===== src/rtl/dff_scoreboard.sv =====
// dff_scoreboard: on-the-fly checker for a D flip-flop with asynchronous active-low reset
// and synchronous active-low clear. It keeps a one-bit reference model of the observed
// flip-flop and compares it with the observed Q on every rising clock edge while armed.
//
// Optional feature macro: DFF_SCOREBOARD_FIRST_FAIL_EN adds the first_fail output.
//
// Parameters:
//   CNT_W   - width of chk_count / err_count (and first_fail)
//   MAX_ERR - mismatch count at which the checker latches into FAIL (1 .. 2^CNT_W-1)
//
// Ports:
//   clk         - clock shared with the observed flip-flop (rising edge)
//   reset       - asynchronous active-high reset of the checker
//   check_en    - level enable for checking
//   dut_d       - observed D
//   dut_reset_n - observed asynchronous reset, active low
//   dut_clear_n - observed synchronous clear, active low
//   dut_q       - observed Q
//   mismatch    - one-cycle pulse after a failed compare
//   error       - sticky, high while in FAIL
//   chk_count   - compares performed (saturating)
//   err_count   - failed compares (saturating)
//   exp_q       - current reference-model value
//   first_fail  - chk_count index of the first failed compare (macro only)
module dff_scoreboard #(
  parameter int unsigned CNT_W   = 16,
  parameter int unsigned MAX_ERR = 1
) (
  input  logic             clk,
  input  logic             reset,
  input  logic             check_en,
  input  logic             dut_d,
  input  logic             dut_reset_n,
  input  logic             dut_clear_n,
  input  logic             dut_q,
  output logic             mismatch,
  output logic             error,
  output logic [CNT_W-1:0] chk_count,
  output logic [CNT_W-1:0] err_count,
  output logic             exp_q
`ifdef DFF_SCOREBOARD_FIRST_FAIL_EN
  ,
  output logic [CNT_W-1:0] first_fail
`endif
);

  localparam logic [CNT_W-1:0] CntMax = '1;
  localparam logic [CNT_W-1:0] CntOne = CNT_W'(1);
  localparam logic [CNT_W-1:0] MaxErr = CNT_W'(MAX_ERR);

  typedef enum logic [1:0] {StIdle, StArm, StCheck, StFail} state_e;

  state_e           state_q, state_d;
  logic             model_q, model_d;
  logic             mismatch_q;
  logic [CNT_W-1:0] chk_q, chk_d;
  logic [CNT_W-1:0] err_q, err_d;
  logic             exp_now;
  logic             do_cmp;
  logic             miss;

  always_comb begin
    model_d = dut_reset_n & dut_clear_n & dut_d;
    // The async reset of the observed flop clears Q before the edge, overriding exp_q.
    exp_now = dut_reset_n ? model_q : 1'b0;
    do_cmp  = (state_q == StCheck);
    miss    = do_cmp && (dut_q != exp_now);

    chk_d = chk_q;
    if (do_cmp && (chk_q != CntMax)) chk_d = chk_q + CntOne;
    err_d = err_q;
    if (miss && (err_q != CntMax)) err_d = err_q + CntOne;

    state_d = state_q;
    unique case (state_q)
      StIdle:  if (check_en) state_d = StArm;
      StArm:   state_d = check_en ? StCheck : StIdle;
      StCheck: begin
        // Reaching the threshold wins over a simultaneous drop of check_en.
        if (miss && (err_d >= MaxErr)) state_d = StFail;
        else if (!check_en)            state_d = StIdle;
      end
      StFail:  state_d = StFail;
      default: state_d = StIdle;
    endcase
  end

  always_ff @(posedge clk or posedge reset) begin
    if (reset) begin
      state_q    <= StIdle;
      model_q    <= 1'b0;
      mismatch_q <= 1'b0;
      chk_q      <= '0;
      err_q      <= '0;
    end else begin
      state_q    <= state_d;
      model_q    <= model_d;
      mismatch_q <= miss;
      chk_q      <= chk_d;
      err_q      <= err_d;
    end
  end

`ifdef DFF_SCOREBOARD_FIRST_FAIL_EN
  logic [CNT_W-1:0] first_fail_q;

  // err_q is zero only before the first miss since reset, so it marks the first failure.
  always_ff @(posedge clk or posedge reset) begin
    if (reset) begin
      first_fail_q <= '0;
    end else if (miss && (err_q == '0)) begin
      first_fail_q <= chk_q;
    end
  end

  assign first_fail = first_fail_q;
`endif

  assign mismatch  = mismatch_q;
  assign error     = (state_q == StFail);
  assign chk_count = chk_q;
  assign err_count = err_q;
  assign exp_q     = model_q;

endmodule


===== config.mk =====
export PLATFORM = sky130hd
export DESIGN_NAME = dff_scoreboard
export DESIGN_NICKNAME = d
export VERILOG_FILES = /design/src/rtl/dff_scoreboard.sv
export SDC_FILE = /design/constraint.sdc
export NUM_CORES = 1
export LEC_CHECK = 0
export CAP_MARGIN = 20
export CORE_MARGIN = 2
export CORE_UTILIZATION = 50
export DETAILED_ROUTE_END_ITERATION = 8
export GPL_TIMING_DRIVEN = 0
export HOLD_SLACK_MARGIN = 0.03
export PLACE_DENSITY = 0.84
export SYNTH_ARGS = -nofsm -noshare
export SYNTH_HDL_FRONTEND = slang
export SYNTH_SLANG_ARGS = --single-unit
export TNS_END_PERCENT = 1

===== constraint.sdc =====
create_clock -name clk -period 5.3 [get_ports clk]
set_clock_uncertainty 0.05 [all_clocks]
set_input_delay 1.06 -clock clk [delete_from_list [all_inputs] [get_ports clk]]
set_output_delay 1.06 -clock clk [all_outputs]
set_load 0.005 [all_outputs]

==> results.toml <==
[outcome]
status = "complete, no violations"

[global_route]
grt_start_max_net_pins = 25
grt_util_all_layers_pct = 20.7
grt_overflow = 0
grt_pass1_wl_mm = 6.85
grt_pass1_vias = 1483
antenna_found_initial = 0

[timing]
slew_headroom_pct = 59.8
fmax_ghz = 0.301
fin_tns_setup_ns = 0
setup_viol = 0
rsz0062_at_grt = "false"
period_share_pct = 62.7
hold_ws_ns = 0.449
slew_violations = 0
hold_violations = 0
period_needed_ns = 3.33
tightest_slew_ns = 0.603

[run]
maxCapViolCount = 0

[route]
drtIter0Drc = 114
route.vias.total = 1599
route.detailed.drc = 0
viasPerCell = 5.48
avgRoutedWirePerCell_um = 14.1
routed_wl_mm = 4.12
drtAntennaViolNets = 0
drtPass1Iterations = 4

[die]
initial_utilization_pct = 52.6
rows = 22
die_w_um = 66.5
io_pins = 42
core-area_sq_mm = 0.00372
dieArea_sq_mm = 0.00442
die_y_um = 66.5

[layout]
final_core_util_pct = 68.1
area_delta_synth_final_pct = 29.4
drive_gt1_share_pct = 8.20
n_antenna_cell = 0
nets = 253
instances_no_fill = 292

[place]
port_buffers = 41
post-place-cells = 285
gp_congestion = 0.855
dp_hpwl_mm = 3.03

[synth]
synth-async-reset-ratio_pct = 100
yosysTopAreaCell = "dfrtp_1"
synthCells = 195
netlist_top_cells_count = "dfrtp_1, nand2_1, xnor2_1"
ys_seq_area_share_pct = 46.1
yosysTopAreaCellShare_pct = 46.1
synth-main-ff-cell = "dfrtp_1"
avgSynthCellArea_sq_um = 10.0
synth_edf_count = 0
syn-cell-area_sq_mm = 0.00195
ys_seq_elements = 36
synth.most_common_cell = "dfrtp_1"
syn_nets = 204
yosysUniqueCellTypes = 43
synth_area_leaders = "dfrtp_1, xnor2_1, nand2_1"
ys_warn_count = 0

[setup_path]
critPathLaunchType = "primary input"
cpMaxStageDelayCell = "or4_1"
required_ns = 5.42
crit_buf_inv = 1
cp.arrival_ns = 3.45
critPathCaptureType = "register"
critical_path.max_stage_delay_ns = 0.55
path_class = "primary input to register"
cpLargestDelayFamily = "compound AO/OA/AOI/OAI gates"
crit_fanout = 6
crit_chain = "clkdlybuf4s50_1 -> a21bo_2 -> a21o_1 -> or4_1 -> xor2_1 -> o2111ai_1 -> o41ai_2 -> nand2_1"

[power_and_ir_drop]
powerDensity_mw_per_mm2 = 191
power_uw = 484
max-vdd-ir-drop_mv = 0.201
leakage_uw = 0.00105

[clock_tree]
cts.path.max_buffers = 2
cts_tree = "built"
cts-resized-gates = 0
path_clk_slew_ns = 0.07
cts_setup_buffers = 0
cts-buffers-inserted = 5
cts_hold_buf = 0
clk-insertion-delay-late_ns = 0.30
cts_root_buffer = "clkbuf_8"
cts_num_sinks = 36
htreeDepth = 2

[hold_path]
hold_path.class = "register to register"
kinds of logic after synthesis:
kind of cell / after synthesis / share of synthesized area (%)
buffers and inverters: 10 / 2.18
multiplexers: 3 / 1.66
flip-flops: 36 / 46.1
AND/OR/NAND/NOR: 89 / 24.6
adder cells (fa/ha/maj): 2 / 1.28
AO/OA/AOI/OAI: 26 / 11.2
XOR/XNOR: 29 / 13.0
final timing paths:
path                       depth (start not counted)  slack [ns]    startpoint       endpoint
max                                                8        1.97   dut_reset_n     state_q[1]
min                                                1        0.45  chk_count[8]   chk_count[8]
max reg2reg                                        8        2.51  err_count[0]     state_q[1]
min reg2reg                                        1        0.45  chk_count[8]   chk_count[8]
max in group asynchronous                          3        3.60         reset  chk_count[13]
min in group asynchronous                          2        1.08         reset   err_count[1]
state kept, by name, summed over array words and instances (netlist names):
signal	cells
exp_q	1
mismatch	1
chk_count	16
err_count	16
state_q	2
report_power, final:
group / switching (uW) / internal, uW / total [uW]
logic: 10.1 / 12.1 / 22.2
clock network: 93.0 / 89.2 / 182
registers: 3.48 / 277 / 280
total: 107 / 378 / 484
routing by layer:
| metal | GRT usage (%) | share of wire [%] |
|---|---|---|
| met1 | 27.6 | 47 |
| met2 | 32.6 | 47 |
| met3 | 4.05 | 4.2 |
| met4 | 9.44 | 1.5 |
| met5 | 0 | 0 |
worst register-to-register path, cell delays in order, from the launching register on:
cell	delay, ns
dfrtp_1	0.48
ha_1	0.33
nand3_1	0.22
a211oi_2	0.48
o2111ai_1	0.20
xnor2_1	0.18
or3_1	0.38
o41ai_2	0.25
nand2_1	0.09
layout make-up:
type	instances	area, sq um
Clock inverter	1	5.00
Sequential cell	36	901
Inverter	6	22.5
Buffer	4	20.0
Multi-Input combinational cell	149	1010
Timing Repair Buffer	42	438
Tap cell	48	60.1
Fill cell	303	1190
Clock buffer	6	72.6
cells in the final DEF (no fill, tap or decap), types with 2 or more instances in the layout:
cell / count
o21ai_0: 6
nor2_1: 15
xnor2_1: 21
and4_1: 4
inv_1: 6
nand2_1: 26
and3_1: 5
ha_1: 2
a21oi_1: 3
nand3_1: 10
nand4_1: 7
nand2b_1: 5
clkdlybuf4s50_1: 41
o2111ai_1: 3
buf_2: 3
xor2_1: 8
dfrtp_1: 36
nor4bb_1: 2
and2_1: 2
clkbuf_8: 5
a211oi_1: 2
nand3b_1: 2
nor3_1: 4
mux2_2: 2
through the flow:
step | cell area (sq um) | setup slack, ns
after floorplan | 1950 | 2.38
after global placement | 2420 | 1.68
after detailed placement | 2450 | 1.65
after CTS | 2530 | 1.97
after global routing | 2530 | 1.77
final | 2530 | 1.97
Note: power is estimated with default switching activity, not from simulation.
